File: src/rtl/inv_sub_bytes_seq_if.sv
// Handshake bundle for inv_sub_bytes_seq: input state, substituted output state and status.
// fwd_sel exists only when SBOX_FWD_SHARE_EN is defined.
interface inv_sub_bytes_seq_if;
    logic         in_valid;
    logic         in_ready;
    logic [127:0] in_data;
    logic         out_valid;
    logic         out_ready;
    logic [127:0] out_data;
    logic         busy;
`ifdef SBOX_FWD_SHARE_EN
    logic         fwd_sel;
`endif

    modport master (
`ifdef SBOX_FWD_SHARE_EN
        output fwd_sel,
`endif
        output in_valid, in_data, out_ready,
        input  in_ready, out_valid, out_data, busy
    );

    modport slave (
`ifdef SBOX_FWD_SHARE_EN
        input  fwd_sel,
`endif
        input  in_valid, in_data, out_ready,
        output in_ready, out_valid, out_data, busy
    );
endinterface

File: src/rtl/inv_sub_bytes_seq.sv
// Iterative AES InvSubBytes over a 128-bit state using a GF((2^4)^2) tower inverter per lane.
// Define SBOX_FWD_SHARE_EN to add fwd_sel, which lets the same lanes compute the forward S-box.
module inv_sub_bytes_seq #(
    parameter int unsigned BYTES_PER_CYCLE = 4
) (
    input logic                 clk,
    input logic                 rst_n,
    inv_sub_bytes_seq_if.slave  bus
);

    if (BYTES_PER_CYCLE != 1 && BYTES_PER_CYCLE != 2 && BYTES_PER_CYCLE != 4 &&
        BYTES_PER_CYCLE != 8 && BYTES_PER_CYCLE != 16) begin : g_bad_bpc
        $error("BYTES_PER_CYCLE must be 1, 2, 4, 8 or 16");
    end

    localparam int unsigned NumChunks = 16 / BYTES_PER_CYCLE;
    localparam int unsigned CntW      = (NumChunks > 1) ? $clog2(NumChunks) : 1;
    localparam logic [CntW-1:0] CntMax = CntW'(NumChunks - 1);

    localparam logic [1:0] StIdle = 2'd0;
    localparam logic [1:0] StBusy = 2'd1;
    localparam logic [1:0] StDone = 2'd2;

    // Tower: GF(2^4) mod x^4+x+1, extension Y^2 = Y + Lambda (irreducible since Tr(Lambda)=1).
    localparam logic [3:0] Lambda = 4'hE;

    function automatic logic [3:0] gf16_mul(input logic [3:0] a, input logic [3:0] b);
        logic [3:0] p;
        logic [3:0] aa;
        p  = '0;
        aa = a;
        for (int i = 0; i < 4; i++) begin
            if (b[i]) p = p ^ aa;
            aa = {aa[2:0], 1'b0} ^ (aa[3] ? 4'h3 : 4'h0);
        end
        return p;
    endfunction

    function automatic logic [3:0] gf16_inv(input logic [3:0] a);
        logic [3:0] a2, a4, a8;
        a2 = gf16_mul(a, a);
        a4 = gf16_mul(a2, a2);
        a8 = gf16_mul(a4, a4);
        return gf16_mul(gf16_mul(a2, a4), a8);
    endfunction

    function automatic logic [7:0] gfc_mul(input logic [7:0] p, input logic [7:0] q);
        logic [3:0] hh, hl, lh, ll;
        hh = gf16_mul(p[7:4], q[7:4]);
        hl = gf16_mul(p[7:4], q[3:0]);
        lh = gf16_mul(p[3:0], q[7:4]);
        ll = gf16_mul(p[3:0], q[3:0]);
        return {hh ^ hl ^ lh, gf16_mul(hh, Lambda) ^ ll};
    endfunction

    function automatic logic [7:0] lin_map(input logic [7:0] x, input logic [63:0] cols);
        logic [7:0] r;
        r = '0;
        for (int i = 0; i < 8; i++) begin
            if (x[i]) r = r ^ cols[i*8 +: 8];
        end
        return r;
    endfunction

    // Isomorphism columns are alpha^0..alpha^7 for a tower root alpha of x^8+x^4+x^3+x+1.
    function automatic logic [63:0] find_iso_cols();
        logic [63:0] cols, tmp;
        logic [7:0]  p, acc;
        logic        found;
        cols  = '0;
        found = 1'b0;
        for (int c = 2; c < 256; c++) begin
            if (!found) begin
                tmp      = '0;
                tmp[7:0] = 8'h01;
                p        = 8'h01;
                acc      = 8'h01;
                for (int e = 1; e <= 8; e++) begin
                    p = gfc_mul(p, 8'(c));
                    if (e < 8) tmp[e*8 +: 8] = p;
                    if (e == 1 || e == 3 || e == 4 || e == 8) acc = acc ^ p;
                end
                if (acc == 8'h00) begin
                    found = 1'b1;
                    cols  = tmp;
                end
            end
        end
        return cols;
    endfunction

    function automatic logic [63:0] find_inv_cols(input logic [63:0] fwd);
        logic [63:0] cols;
        cols = '0;
        for (int j = 0; j < 8; j++) begin
            for (int b = 0; b < 256; b++) begin
                if (lin_map(8'(b), fwd) == 8'(1 << j)) cols[j*8 +: 8] = 8'(b);
            end
        end
        return cols;
    endfunction

    localparam logic [63:0] IsoCols    = find_iso_cols();
    localparam logic [63:0] InvIsoCols = find_inv_cols(IsoCols);

    function automatic logic [7:0] inv_affine(input logic [7:0] x);
        return {x[1:0], x[7:2]} ^ {x[4:0], x[7:5]} ^ {x[6:0], x[7]};
    endfunction

    function automatic logic [7:0] gf256_inv(input logic [7:0] t);
        logic [7:0] g;
        logic [3:0] d, di;
        g  = lin_map(t, IsoCols);
        d  = gf16_mul(g[7:4], g[3:0]) ^ gf16_mul(g[3:0], g[3:0]) ^
             gf16_mul(Lambda, gf16_mul(g[7:4], g[7:4]));
        di = gf16_inv(d);
        return lin_map({gf16_mul(g[7:4], di), gf16_mul(g[3:0] ^ g[7:4], di)}, InvIsoCols);
    endfunction

`ifdef SBOX_FWD_SHARE_EN
    function automatic logic [7:0] fwd_affine(input logic [7:0] b);
        return b ^ {b[3:0], b[7:4]} ^ {b[4:0], b[7:5]} ^ {b[5:0], b[7:6]} ^ {b[6:0], b[7]} ^
               8'h63;
    endfunction

    function automatic logic [7:0] lane(input logic [7:0] x, input logic fwd);
        return fwd ? fwd_affine(gf256_inv(x)) : gf256_inv(inv_affine(x ^ 8'h63));
    endfunction
`else
    function automatic logic [7:0] lane(input logic [7:0] x);
        return gf256_inv(inv_affine(x ^ 8'h63));
    endfunction
`endif

    logic [1:0]      state_q, state_d;
    logic [CntW-1:0] cnt_q, cnt_d;
    logic [127:0]    data_q, data_d;
    logic [127:0]    res_q, res_d;
`ifdef SBOX_FWD_SHARE_EN
    logic            fwd_q, fwd_d;
`endif

    always_comb begin
        int unsigned idx;
        idx     = 0;
        state_d = state_q;
        cnt_d   = cnt_q;
        data_d  = data_q;
        res_d   = res_q;
`ifdef SBOX_FWD_SHARE_EN
        fwd_d   = fwd_q;
`endif
        case (state_q)
            StIdle: begin
                if (bus.in_valid) begin
                    data_d  = bus.in_data;
                    cnt_d   = '0;
                    state_d = StBusy;
`ifdef SBOX_FWD_SHARE_EN
                    fwd_d   = bus.fwd_sel;
`endif
                end
            end
            StBusy: begin
                for (int unsigned k = 0; k < BYTES_PER_CYCLE; k++) begin
                    idx = int'(cnt_q) * BYTES_PER_CYCLE + k;
`ifdef SBOX_FWD_SHARE_EN
                    res_d[idx*8 +: 8] = lane(data_q[idx*8 +: 8], fwd_q);
`else
                    res_d[idx*8 +: 8] = lane(data_q[idx*8 +: 8]);
`endif
                end
                if (cnt_q == CntMax) begin
                    cnt_d   = '0;
                    state_d = StDone;
                end else begin
                    cnt_d = cnt_q + 1'b1;
                end
            end
            StDone: begin
                if (bus.out_ready) state_d = StIdle;
            end
            default: state_d = StIdle;
        endcase
    end

    always_ff @(posedge clk or negedge rst_n) begin
        if (!rst_n) begin
            state_q <= StIdle;
            cnt_q   <= '0;
            data_q  <= '0;
            res_q   <= '0;
`ifdef SBOX_FWD_SHARE_EN
            fwd_q   <= 1'b0;
`endif
        end else begin
            state_q <= state_d;
            cnt_q   <= cnt_d;
            data_q  <= data_d;
            res_q   <= res_d;
`ifdef SBOX_FWD_SHARE_EN
            fwd_q   <= fwd_d;
`endif
        end
    end

    assign bus.in_ready  = (state_q == StIdle);
    assign bus.out_valid = (state_q == StDone);
    assign bus.busy      = (state_q == StBusy) || (state_q == StDone);
    assign bus.out_data  = res_q;

endmodule
File: src/flat_wrapper.sv
// flat-port wrapper written by rule: the top's interface ports become plain ports
module inv_sub_bytes_seq_flat 
#(
    parameter int unsigned BYTES_PER_CYCLE = 4
)
  (clk, rst_n, bus_in_valid, bus_in_data, bus_out_ready, bus_in_ready, bus_out_valid, bus_out_data, bus_busy);
  inv_sub_bytes_seq_if bus_i ();
  input logic clk;
  input logic rst_n;
  input wire logic [$bits(bus_i.in_valid)-1:0] bus_in_valid;
  input wire logic [$bits(bus_i.in_data)-1:0] bus_in_data;
  input wire logic [$bits(bus_i.out_ready)-1:0] bus_out_ready;
  output wire logic [$bits(bus_i.in_ready)-1:0] bus_in_ready;
  output wire logic [$bits(bus_i.out_valid)-1:0] bus_out_valid;
  output wire logic [$bits(bus_i.out_data)-1:0] bus_out_data;
  output wire logic [$bits(bus_i.busy)-1:0] bus_busy;
  assign bus_i.in_valid = bus_in_valid;
  assign bus_i.in_data = bus_in_data;
  assign bus_i.out_ready = bus_out_ready;
  assign bus_in_ready = bus_i.in_ready;
  assign bus_out_valid = bus_i.out_valid;
  assign bus_out_data = bus_i.out_data;
  assign bus_busy = bus_i.busy;
  inv_sub_bytes_seq #(.BYTES_PER_CYCLE(BYTES_PER_CYCLE)) u_core (.clk(clk), .rst_n(rst_n), .bus(bus_i));
endmodule
File: config.mk
export PLATFORM = sky130hd
export DESIGN_NAME = inv_sub_bytes_seq_flat
export DESIGN_NICKNAME = d
export VERILOG_FILES = /design/src/rtl/inv_sub_bytes_seq_if.sv /design/src/rtl/inv_sub_bytes_seq.sv /design/src/flat_wrapper.sv
export SDC_FILE = /design/constraint.sdc
export NUM_CORES = 1
export LEC_CHECK = 0
export CORE_AREA = 10 10 207 209
export CTS_CLUSTER_SIZE = 40
export DETAILED_ROUTE_END_ITERATION = 8
export DIE_AREA = 0 0 217 219
export GPL_TIMING_DRIVEN = 0
export PLACE_DENSITY_LB_ADDON = 0.25
export SLEW_MARGIN = 20
export SYNTH_ARGS = -nofsm -noshare
export SYNTH_HDL_FRONTEND = slang
export SYNTH_SLANG_ARGS = --single-unit
File: constraint.sdc
create_clock -name clk -period 8.3 [get_ports clk]
set_clock_uncertainty 0.2 [all_clocks]
set_input_delay 1.66 -clock clk [delete_from_list [all_inputs] [get_ports clk]]
set_output_delay 1.66 -clock clk [all_outputs]
set_load 0.02 [all_outputs]
### Word-level counts from Yosys, hierarchy flattened

Cells that the tools add are included.

* register bits after elaboration: 260
* input bits: 132
* output and inout bits: 131
* logic and storage cells: 907

* add/subtract/negate cells: 8
* equality and inequality tests: 6
* shifts and indexed selects: 12
* mux-type cells: 575
* bitwise operators: 296
* reductions and logical operators: 6

Operators by type and width (count)
* 4-bit 2-to-1 mux: 352
* 4-bit XOR: 215
* 8-bit 2-to-1 mux: 92
* 128-bit bitwise mux: 4
* 8-bit by 34-bit variable shift with 128-bit output (first input constant): 4
* 8-bit by 34-bit indexed part select with 128-bit output: 4
* 128-bit by 33-bit indexed part select with 8-bit output: 3
* 2-bit 2-to-1 mux: 89
* 128-bit by 8-bit indexed part select with 8-bit output: 1
* 7-bit 2-to-1 mux: 16
* 4-bit inverter: 28
* 32-bit negator with 34-bit output: 3
* 6-bit 2-to-1 mux: 12
* 8-bit XOR: 8
* 3-bit inverter: 16
* 5-bit inverter: 8
* 7-bit negator with 34-bit output: 1
* 2-bit inverter: 16
* 7-bit inverter: 4
* 4-bit by 2-bit adder with 5-bit output (second input constant): 2
* 1-bit 2-to-1 mux: 8
* 2-bit case mux with 3 select lines: 1
* 4-bit by 1-bit adder with 5-bit output (second input constant): 1
* 2-bit equality test (second input constant): 2
* other kinds (11): 13

### Depth between registers and ports, before layout

Gate-level depths: netlist (run 1).

* depth after elaboration: 133
* gate-level depth with buffers: 35
* mapped depth without buffers: 28

### Least setup slack after synthesis (run 1)

No wires, ideal clock.

* path type: reg2reg
* start point: register u_core.cnt_q[0]
* end point: register u_core.res_q[62], in the netlist u_core.bus.out_data[62]
* library setup time: 0.130 ns
* arrival time: 7.610 ns
* data required time: 7.970 ns
* slack: 0.360 ns
* stages on the path, launching flop included: 33
* buffers on the path: 6
* clock period less this slack: 7.940 ns
* cell sequence: dfrtp_1 -> buf_6 -> mux4_2 -> buf_2 -> xor3_1 -> xnor2_2 -> inv_2 -> buf_2 -> ha_1 -> clkbuf_1 -> inv_1 -> xnor2_1 -> xnor2_1 -> or4_1 -> nand3_1 -> xnor2_1 -> xor2_2 -> xnor3_1 -> xnor2_1 -> ha_1 -> clkbuf_1 -> inv_1 -> clkbuf_1 -> nand4_1 -> o21ai_0 -> o41a_1 -> o21ai_1 -> xor2_1 -> xnor3_1 -> xnor3_2 -> xnor3_2 -> xnor2_2 -> o21ai_1

* cells in the longest elaborated chain, start to end: 120
* elaborated cells on any way between the ends: 875
* those cells by class: 7 x add/sub; 12 x shift; 568 x mux; 288 x bitwise

Ends and longest elaborated chain
* from (decl): line inv_sub_bytes_seq.sv:136 `logic [CntW-1:0] cnt_q, cnt_d;`
* from (signal assigned): line inv_sub_bytes_seq.sv:198 `cnt_q <= cnt_d;`
* 4-bit by 1-bit adder with 5-bit output or 128-bit by 8-bit indexed part select with 8-bit output (tied branches): line inv_sub_bytes_seq.sv:166, inv_sub_bytes_seq.sv:170
* 128-bit by 33-bit indexed part select with 8-bit output or 4-bit inverter (tied branches)
* 4-bit inverter (no line) or 8-bit XOR (tied branches)
* 8-bit XOR: line inv_sub_bytes_seq.sv:107 `return {x[1:0], x[7:2]} ^ {x[4:0], x[7:5]} ^ {x[6:0], x[7]};`
* 8-bit XOR or 6-bit 2-to-1 mux (tied branches): line inv_sub_bytes_seq.sv:107, inv_sub_bytes_seq.sv:60
* 6-bit 2-to-1 mux or 8-bit 2-to-1 mux (tied branches): line inv_sub_bytes_seq.sv:60, inv_sub_bytes_seq.sv:153
* 8-bit 2-to-1 mux or 7-bit 2-to-1 mux (tied branches): line inv_sub_bytes_seq.sv:153, inv_sub_bytes_seq.sv:60
* 7-bit 2-to-1 mux or 8-bit 2-to-1 mux (tied branches): line inv_sub_bytes_seq.sv:60, inv_sub_bytes_seq.sv:153
* [... 103 more ...]
* 4-bit inverter (no line) or 8-bit 2-to-1 mux (tied branches)
* 8-bit 2-to-1 mux (on tied branches): line inv_sub_bytes_seq.sv:60, inv_sub_bytes_seq.sv:153
* 8-bit 2-to-1 mux (on tied branches): line inv_sub_bytes_seq.sv:153, inv_sub_bytes_seq.sv:60
* 8-bit 2-to-1 mux (on tied branches): line inv_sub_bytes_seq.sv:60, inv_sub_bytes_seq.sv:153
* 8-bit 2-to-1 mux or 8-bit by 34-bit indexed part select with 128-bit output (tied branches): line inv_sub_bytes_seq.sv:153, inv_sub_bytes_seq.sv:170
* 8-bit by 34-bit indexed part select with 128-bit output or 128-bit bitwise mux (tied branches): line inv_sub_bytes_seq.sv:170 `res_d[idx*8 +: 8] = lane(data_q[idx*8 +: 8]);`
* 128-bit bitwise mux (2 in a row): line inv_sub_bytes_seq.sv:170
* 128-bit bitwise mux (*): line inv_sub_bytes_seq.sv:170
* to (signal assigned): line inv_sub_bytes_seq.sv:200 `res_q <= res_d;`
* to (decl): line inv_sub_bytes_seq.sv:138 `logic [127:0] res_q, res_d;`

Every way passes the cells marked *; elsewhere a longest branch is shown, timed or not. The select of a mux whose other input is x is not followed.
A chain may end at the register's enable or synchronous reset.

### Final worst setup path (run 1)

Ends and elaborated chain as after synthesis.

==> metrics.md, run 1 <==
| Metric | Value |
|---|---|
| Drt via density | `5.95` |
| Worst Path Buf+Inv | `6` |
| Proportion of netlist area held by the largest area contributor | `33.3%` |
| CP max stage delay | `0.61 ns` |
| DP Wirelength | `46.2 mm` |
| CP Capture Type | `flip-flop` |
| Final cycle utilization of the critical path | `96.6%` |
| I/O pin total | `263` |
| ANT nets after route | `0` |
| Clock Latency Late Sink | `0.58 ns` |
| Clk pin slew, worst setup/hold paths | `0.06 ns` |
| Largest net degree at the start of global routing | `99` |
| Final wirelength | `61.1 mm` |
| Synth Warn # | `0` |
| Max Fclk | `0.125 GHz` |
| Syn avg cell area | `10.4 um2` |
| EDFF count, synth | `0` |
| # setup viols final | `0` |
| CP top delay family | `XOR/XNOR gates` |
| Gp weighted congestion | `0.903` |
| Initial antenna violation count | `1` |
| Die H | `219 um` |
| Layout cells sized above 1 | `22.9%` |
| Drt wl/cell | `22.2 um` |
| Slowest-stage cell, CP | `a2111oi_0` |
| Synth unique cells | `116` |
| Layout area overhead | `27.3%` |
| Setup Crit Path Kind | `reg2reg` |
| Setup slack at placement | `-1.45 ns` |
| Root buffer selected by CTS | `clkbuf_16` |
| Max-slew headroom | `26.7%` |
| First-pass GRT wire length | `94.7 mm` |
| Synth Register Bits | `260` |
| Util after Layout | `64.6%` |
| CTS tree | `yes` |
| Sink Count | `260` |
| Critical-path maximum fanout | `10` |
| Number of remaining DRC errors | `0` |
| Most frequent cells in the layout | `261 x clkdlybuf4s50_1, 258 x dfrtp_1, 192 x nand2_1` |
| Port Buf Inserts | `262` |
| CTS buffer count | `28` |
| Final worst setup slack | `0.281 ns` |
| FP Rows | `72` |
| Most common cell after layout, fill and taps aside | `clkdlybuf4s50_1` |
| Async set or reset register ratio after synthesis | `100%` |
| Horiz. Die Dim | `217 um` |
| Seq/Total Area, Yosys | `33.3%` |
| DR pass1 iterations | `5` |
| Routed vias | `16.4k` |
| CP Data Arrival Time | `8.25 ns` |
| Startpoint types | `flip-flop` |
| Worst R2R Path Depth | `30` |
| Maxcap violations | `0` |
| Initial detailed-routing violation count | `1227` |
| Worst hold path type | `reg2reg` |
| Final Hold Vio Count | `0` |
| Total track usage | `24.8%` |
| Largest cells by area after synthesis | `dfrtp_1 33%, mux2_2 7.7%, xnor2_1 7.4%` |
| Gr ovfl total | `0` |
| Longest Clk Path Bufs | `3` |
| Status | `finished clean` |
| Vias in the first global route | `16.5k` |
| Min cycle time layout | `8.02 ns` |
| H-Tree Depth | `1` |
| Leading area contributor after synthesis | `dfrtp_1` |
| Total core area | `38600 um2` |
| Die area | `47500 um2` |
| Synth Instances | `1888` |
| Syn_nets | `2046` |
| Layout Nets | `2373` |
| Ys flop type | `dfrtp_1` |
| CP Data Required Time | `8.53 ns` |
| Cell Area, Synth | `19600 um2` |
| Max Transition Viols Final | `0` |
| Critical path depth | `30` |
| Initial Util | `50.7%` |
| Hold path depth | `2` |
| Worst slew pin tran | `1.10 ns` |
| R2R setup slack | `0.28 ns` |
## registers in the layout (all words and copies together) (netlist names)
name and flops:
u_core.bus.out_data 128, u_core.state_q 2, u_core.cnt_q 2, u_core.data_q 128
## worst min-delay path, delay by kind of cell, from the launching register on
kind	cells	cell delay (ns)
flip-flops	1	0.35
AND/OR/NAND/NOR	1	0.05
AO/OA/AOI/OAI	1	0.06
## per-layer routing
metal | track usage [%] | up-vias | wire, um
li1 | - | 7514 | -
met1 | 31.5 | 8259 | 25100
met2 | 43.1 | 538 | 30600
met3 | 3.49 | 78 | 3790
met4 | 7.41 | 0 | 1610
met5 | 0 | - | 0
## path summary, 6_finish.rpt
check | endpoint | startpoint
max in group asynchronous | u_core.bus.out_data[28] | rst_n
setup / recovery | u_core.bus.out_data[62] | u_core.cnt_q[0]
setup reg to reg | u_core.bus.out_data[62] | u_core.cnt_q[0]
min in group asynchronous | u_core.data_q[64] | rst_n
hold reg to reg | u_core.bus.out_data[20] | u_core.bus.out_data[20]
hold / removal | u_core.bus.out_data[20] | u_core.bus.out_data[20]
## stage by stage
step                cell area (um2)  std cells  setup TNS, ns  hold WS, ns
CTS                           24400       2738         -0.171        0.288
finish                        24900       2755              0        0.288
global route                  24900       2755         -0.274        0.310
global placement              22800       2668       -1493.96        0.267
floorplan                     19600       1888              0        0.274
detailed placement            22900       2670         -72.54        0.274
## cells in the mapped netlist, types with 5 or more instances
master,instances
dfrtp_1,260
nand2_1,192
xnor2_1,166
mux2_2,133
nor2_1,106
xor2_1,67
a22o_1,61
o21ai_0,61
nand3_1,58
o21ai_1,56
clkbuf_1,54
a21oi_1,50
nor3_1,38
xnor2_2,37
buf_2,34
mux4_2,32
xnor3_1,29
mux2i_1,27
ha_1,26
inv_1,26
a211oi_1,18
o211ai_1,18
buf_4,17
nand4_1,17
nor2b_1,15
or3_1,14
a31oi_1,12
and3_1,12
o22ai_1,12
nand2b_1,11
xor2_2,11
o2111ai_1,10
a211o_1,9
and2_1,9
inv_2,7
o31ai_1,7
xnor2_4,7
xnor3_2,7
a22oi_1,6
o32ai_1,6
or2_1,6
nor4bb_1,5
## cells by family (layout without fill, tap and decap cells)
family | Yosys count | count (layout) | synth area share [%]
other | 0 | 1 | 0
adders and majority gates | 27 | 27 | 1.71
muxes | 193 | 193 | 12.8
and+or+nand+nor | 514 | 514 | 12.4
DFF | 260 | 260 | 33.3
buffers and inverters | 149 | 497 | 3.68
AOI/OAI and AO/OA | 411 | 411 | 15.3
xor gates and xnor gates | 334 | 334 | 20.9
## timing repair
| action | in CTS | in global routing |
|---|---|---|
| gates resized for setup | 63 | 71 |
| endpoints found under the hold margin | 0 | 0 |
| hold buffers | 0 | 0 |
| pin swaps | 13 | 31 |
| setup endpoints to repair | 116 | 112 |
| setup buffers | 19 | 18 |
## cell type report
cell class	count	area, um2
Inverter	35	139
Tap cell	518	648
Multi-Input combinational cell	1479	13000
Fill cell	3122	13700
Timing Repair Buffer	301	2970
Clock buffer	39	802
Clock inverter	12	181
Buffer	110	633
Antenna cell	1	2.50
Sequential cell	260	6510
Power of run 1 is not shown: default switching activity piles up to over one toggle a cycle in this logic, so the estimate is an artifact.
==> run 2: changes to the inputs <==
- PLACE_DENSITY_LB_ADDON: 0.25 -> 0.12
- SLEW_MARGIN: 20 -> not set
==> run 2 against run 1 <==
- cell area is 0.70% higher
- flip-flop and latch count stayed put
- register-to-register slack hardly changed
- critical path type unchanged
- highest routed layer is now met5
==> metrics.md, run 2 (synthesis gave the netlist of run 1 again) <==
| Metric | Value |
|---|---|
| FP Rows | `72 (unchanged)` |
| CP Data Arrival Time | `8.24 ns (was 8.25 ns)` |
| Util after Layout | `65.0% (was 64.6%)` |
| Slowest-stage cell, CP | `xnor3_2 (was a2111oi_0)` |
| R2r startpoint | `u_core.cnt_q[1] (was u_core.cnt_q[0])` |
| Gp weighted congestion | `0.899 (was 0.903)` |
| First-pass GRT wire length | `94.0 mm (was 94.7 mm)` |
| Startpoint types | `flip-flop (unchanged)` |
| Port Buf Inserts | `262 (unchanged)` |
| Clk pin slew, worst setup/hold paths | `0.06 ns (about the same)` |
| H-Tree Depth | `1 (unchanged)` |
| Sink Count | `260 (unchanged)` |
| Reg2reg end | `u_core.bus.out_data[86] (was u_core.bus.out_data[62])` |
| DR pass1 iterations | `5 (unchanged)` |
| Total track usage | `24.7% (was 24.8%)` |
| Initial Util | `50.7% (unchanged)` |
| Number of remaining DRC errors | `0 (unchanged)` |
| Die area | `47500 um2 (unchanged)` |
| CP Data Required Time | `8.53 ns (about the same)` |
| CP Capture Type | `flip-flop (unchanged)` |
| Max Fclk | `0.125 GHz (about the same)` |
| Setup Crit Path Kind | `reg2reg (unchanged)` |
| Worst slew pin tran | `1.41 ns (was 1.10 ns)` |
| I/O pin total | `263 (unchanged)` |
| CTS tree | `yes (unchanged)` |
| Maxcap violations | `0 (unchanged)` |
| Critical hold path startpoint | `u_core.bus.out_data[89] (was u_core.bus.out_data[20])` |
| Worst R2R Path Depth | `31 (was 30)` |
| Most common cell after layout, fill and taps aside | `clkdlybuf4s50_1 (unchanged)` |
| Most frequent cells in the layout | `261 x clkdlybuf4s50_1, 258 x dfrtp_1, 192 x nand2_1 (unchanged)` |
| Largest net degree at the start of global routing | `108 (was 99)` |
| Final worst setup slack | `0.288 ns (was 0.281 ns)` |
| Routed vias | `16.4k (about the same)` |
| Most frequent CP cell | `buf_6` |
| Final cycle utilization of the critical path | `96.5% (was 96.6%)` |
| Initial antenna violation count | `2 (was 1)` |
| Layout area overhead | `28.2% (was 27.3%)` |
| Setup slack at placement | `-1.35 ns (was -1.45 ns)` |
| Longest Clk Path Bufs | `3 (unchanged)` |
| Layout cells sized above 1 | `23.4% (was 22.9%)` |
| Status | `finished clean (unchanged)` |
| Die H | `219 um (unchanged)` |
| Gr ovfl total | `0 (unchanged)` |
| Vias in the first global route | `16.1k (was 16.5k)` |
| Final Hold Vio Count | `0 (unchanged)` |
| Hold path depth | `2 (unchanged)` |
| Total core area | `38600 um2 (unchanged)` |
| Min cycle time layout | `8.01 ns (was 8.02 ns)` |
| Multi-input logic area | `13000 um2 (about the same)` |
| Drt wl/cell | `22.0 um (was 22.2 um)` |
| ANT nets after route | `0 (unchanged)` |
| Critical-path maximum fanout | `10 (unchanged)` |
| R2R setup slack | `0.29 ns (was 0.28 ns)` |
| Hold EP | `u_core.bus.out_data[89] (was u_core.bus.out_data[20])` |
| Worst hold path type | `reg2reg (unchanged)` |
| Register area | `6510 um2 (unchanged)` |
| Cts hold-fix bufs | `0 (unchanged)` |
| CP max stage delay | `0.48 ns (was 0.61 ns)` |
| Initial detailed-routing violation count | `1407 (was 1227)` |
| Max-slew headroom | `5.55% (was 26.7%)` |
| Max Transition Viols Final | `0 (unchanged)` |
| Clock Latency Late Sink | `0.57 ns (was 0.58 ns)` |
| Horiz. Die Dim | `217 um (unchanged)` |
| Drt via density | `5.93 (was 5.95)` |
| Ant diodes | `0 (was 1)` |
| Root buffer selected by CTS | `clkbuf_16 (unchanged)` |
| CTS buffer count | `29 (was 28)` |
| Layout Nets | `2391 (was 2373)` |
| DP Wirelength | `46.0 mm (was 46.2 mm)` |
| Final wirelength | `60.9 mm (was 61.1 mm)` |
| # setup viols final | `0 (unchanged)` |
| WHS | `0.278 ns (was 0.288 ns)` |
| Fillers | `3153 (was 3122)` |
-- run 2: changes by cell type in the layout (fill, tap and decap cells not counted), sizes merged --
cell      change
inv           +1
clkinvlp      -1
clkinv        -2
bufinv        +2
buf          +14
diode         -1
clkbuf        +5
-- run 2: final cells by class --
cell class / instances / area share (%)
multi-input combinational: 1479 / 51.8
sequential: 260 / 26.0
tap: 518 / 2.58
inverter: 35 / 0.554
clock buffer: 41 / 3.23
timing repair buffer: 318 / 12.4
buffer: 110 / 2.58
clock inverter: 12 / 0.893
-- run 2: worst max path at each step --
stage | start | end | slack [ns] | cells after the start
floorplan | u_core.cnt_q[0] | u_core.bus.out_data[62] | 0.36 | 32
global placement | rst_n | u_core.data_q[59] | -5.76 | 1
detailed placement | u_core.cnt_q[0] | u_core.bus.out_data[62] | -1.35 | 32
CTS | u_core.cnt_q[0] | u_core.bus.out_data[6] | 0.005 | 31
global route | u_core.cnt_q[1] | u_core.bus.out_data[86] | -0.02 | 32
finish | u_core.cnt_q[1] | u_core.bus.out_data[86] | 0.29 | 31
-- run 2: routing by layer --
layer	wire length, um	part of all wire (%)	track usage [%]	up-vias
met3	4070	6.7	4.03	81
li1	-	-	-	7557
met5	34	0.056	0	-
met1	26200	43	33.2	8193
met4	1570	2.6	6.71	4
met2	29000	48	40.5	604
-- run 2: worst max-delay path, delay by kind of cell, from the launching register on --
family	cells	cell delay [ns]
xor gates and xnor gates	8	2.31
adders and majority gates	2	0.70
AOI/OAI and AO/OA	3	0.54
muxes	2	0.55
DFF	1	0.44
buffers and inverters	10	2.04
and+or+nand+nor	6	1.03
-- run 2: what timing repair did --
| action | 4_1_cts | 5_1_grt |
|---|---|---|
| endpoints found under the setup margin | 109 | 112 |
| resized for setup | 64 | 75 |
| pin swaps | 17 | 30 |
| setup buffers | 15 | 39 |
| gates cloned | 0 | 0 |
| hold endpoints to repair | 0 | 0 |
-- run 2: through the flow --
step                cell area, um2  setup TNS [ns]  std cells
floorplan                    19600               0       1888
CTS                          24400               0       2735
global placement             22800        -1556.91       2668
detailed placement           22900          -73.11       2670
finish                       25100               0       2773
global route                 25100          -0.104       2773
Power of run 2 is left out for the same reason.
==> run 3: changes to the inputs <==
- CORE_AREA: 10 10 207 209 -> 10 10 211 213
- DIE_AREA: 0 0 217 219 -> 0 0 221 223
==> run 3 against run 2 <==
- non-clock buffer count down 2
- wire length fell by 1.5%
- register-to-register slack lost 0.02 ns
- sequential share of layout area up 0.11 points
- first-iteration DRC count decreased by 12%
- worst setup slack worse by 0.024 ns
- critical path depth fell by 1
- maximum frequency down 0.30%
- cell area is 0.42% lower
==> metrics.md, run 3 (synthesis gave the netlist of run 1 again) <==
| Metric | Value |
|---|---|
| First-pass GRT wire length | `93.5 mm (was 94.0 mm)` |
| Gr ovfl total | `0 (unchanged)` |
| Max Transition Viols Final | `0 (unchanged)` |
| I/O pin total | `263 (unchanged)` |
| Final cycle utilization of the critical path | `96.8% (was 96.5%)` |
| Routed vias | `16.4k (about the same)` |
| Vias in the first global route | `15.7k (was 16.1k)` |
| Setup_tns | `0 ns (unchanged)` |
| Die area | `49300 um2 (was 47500 um2)` |
| Root buffer selected by CTS | `clkbuf_16 (unchanged)` |
| Drt via density | `5.89 (was 5.93)` |
| Unrepaired setup endpoints after global routing | `true` |
| Met3 usage | `4.51% (was 4.03%)` |
| Total core area | `40400 um2 (was 38600 um2)` |
| Critical-path maximum fanout | `10 (unchanged)` |
| # setup viols final | `0 (unchanged)` |
| Longest Clk Path Bufs | `3 (unchanged)` |
| FP Rows | `74 (was 72)` |
| CP max stage delay | `0.58 ns (was 0.48 ns)` |
| CP Data Required Time | `8.53 ns (about the same)` |
| Layout Nets | `2388 (was 2391)` |
| Horiz. Die Dim | `221 um (was 217 um)` |
| ANT nets after route | `0 (unchanged)` |
| Clock Latency Late Sink | `0.57 ns (about the same)` |
| Min cycle time layout | `8.04 ns (was 8.01 ns)` |
| Max-slew headroom | `12.5% (was 5.55%)` |
| Slowest-stage cell, CP | `mux4_2 (was xnor3_2)` |
| DR pass1 iterations | `5 (unchanged)` |
| Drt wl/cell | `21.6 um (was 22.0 um)` |
| Gp weighted congestion | `0.882 (was 0.899)` |
| Dpl cells | `2684 (was 2670)` |
| Initial detailed-routing violation count | `1243 (was 1407)` |
| WHS | `0.280 ns (was 0.278 ns)` |
| CTS buffer count | `28 (was 29)` |
| Startpoint types | `flip-flop (unchanged)` |
| CP top delay family | `XOR/XNOR gates (unchanged)` |
| CP Data Arrival Time | `8.26 ns (was 8.24 ns)` |
| Number of remaining DRC errors | `0 (unchanged)` |
| Die H | `223 um (was 219 um)` |
| Met2 Use GR | `35.5% (was 40.5%)` |
| Initial Util | `48.5% (was 50.7%)` |
| Most common cell after layout, fill and taps aside | `clkdlybuf4s50_1 (unchanged)` |
| Largest net degree at the start of global routing | `125 (was 108)` |
| Max Fclk | `0.124 GHz (was 0.125 GHz)` |
| Final Hold Vio Count | `0 (unchanged)` |
| Initial antenna violation count | `1 (was 2)` |
| Layout area overhead | `27.7% (was 28.2%)` |
| Sink Count | `260 (unchanged)` |
| DP Wirelength | `46.0 mm (about the same)` |
| CP Capture Type | `flip-flop (unchanged)` |
| Met1 Use GR | `33.2% (about the same)` |
| Worst Path Buf+Inv | `7 (was 10)` |
| CTS tree | `yes (unchanged)` |
| Maxcap violations | `0 (unchanged)` |
| Layout cells sized above 1 | `23.4% (about the same)` |
| Status | `finished clean (unchanged)` |
| H-Tree Depth | `1 (unchanged)` |
| Busiest grt layer | `met2 (unchanged)` |
| Worst slew pin tran | `1.30 ns (was 1.41 ns)` |
| Port Buf Inserts | `262 (unchanged)` |
| Most frequent cells in the layout | `261 x clkdlybuf4s50_1, 258 x dfrtp_1, 192 x nand2_1 (unchanged)` |
| Setup Crit Path Kind | `reg2reg (unchanged)` |
| Final wirelength | `60.0 mm (was 60.9 mm)` |
| Total track usage | `23.2% (was 24.7%)` |
| Worst hold path type | `reg2reg (unchanged)` |
| Clk pin slew, worst setup/hold paths | `0.06 ns (about the same)` |
| Non-filler cells, final | `2785 (was 2773)` |
-- run 3: final cells by class --
type                       count  area, um2
inverter                      35        141
timing repair buffer         315       3090
sequential                   260       6510
antenna                        1       2.50
buffer                       111        643
clock buffer                  38        800
multi-input combinational   1479      12900
clock inverter                14        166
tap                          532        666
fill                        3413      15400
-- run 3: per-stage QoR --
stage,setup slack [ns],utilization [%],area [um2]
floorplan,0.360,-,19600
global placement,-5.68,56.6,22800
detailed placement,-1.45,56.7,22900
CTS,0.0111,60.4,24400
global route,-0.0602,61.8,25000
finish,0.264,61.8,25000
-- run 3: worst paths after layout --
| check | from | end | slack [ns] | cells past startpoint |
|---|---|---|---|---|
| setup / recovery | u_core.cnt_q[0] | u_core.bus.out_data[62] | 0.26 | 30 |
| hold / removal | u_core.bus.out_data[74] | u_core.bus.out_data[74] | 0.28 | 2 |
| setup reg to reg | u_core.cnt_q[0] | u_core.bus.out_data[62] | 0.26 | 30 |
| hold reg to reg | u_core.bus.out_data[74] | u_core.bus.out_data[74] | 0.28 | 2 |
| max in group asynchronous | rst_n | u_core.data_q[124] | 6.28 | 2 |
| min in group asynchronous | rst_n | u_core.bus.out_data[99] | 0.74 | 1 |
-- run 3: worst reg2reg max path: cells and delay by family (launching register included) --
kind,cells,cell delay [ns]
AOI/OAI and AO/OA,3,0.69
xor gates and xnor gates,12,3.20
adders and majority gates,2,0.54
buffers and inverters,7,1.13
DFF,1,0.41
muxes,1,0.60
and+or+nand+nor,5,1.14
-- run 3: what timing repair did --
item                                    CTS  global route
pin swaps                                20            28
resized for setup                        64            75
endpoints found under the setup margin  120           118
setup buffers                            20            31
hold buffers                              0             0
-- run 3: metal layers --
layer | part of all wire, % | vias up
met5 | 0 | -
met3 | 7.3 | 61
met4 | 1.8 | 0
met2 | 45 | 651
met1 | 46 | 8117
li1 | - | 7564
Power of run 3 is left out for the same reason.
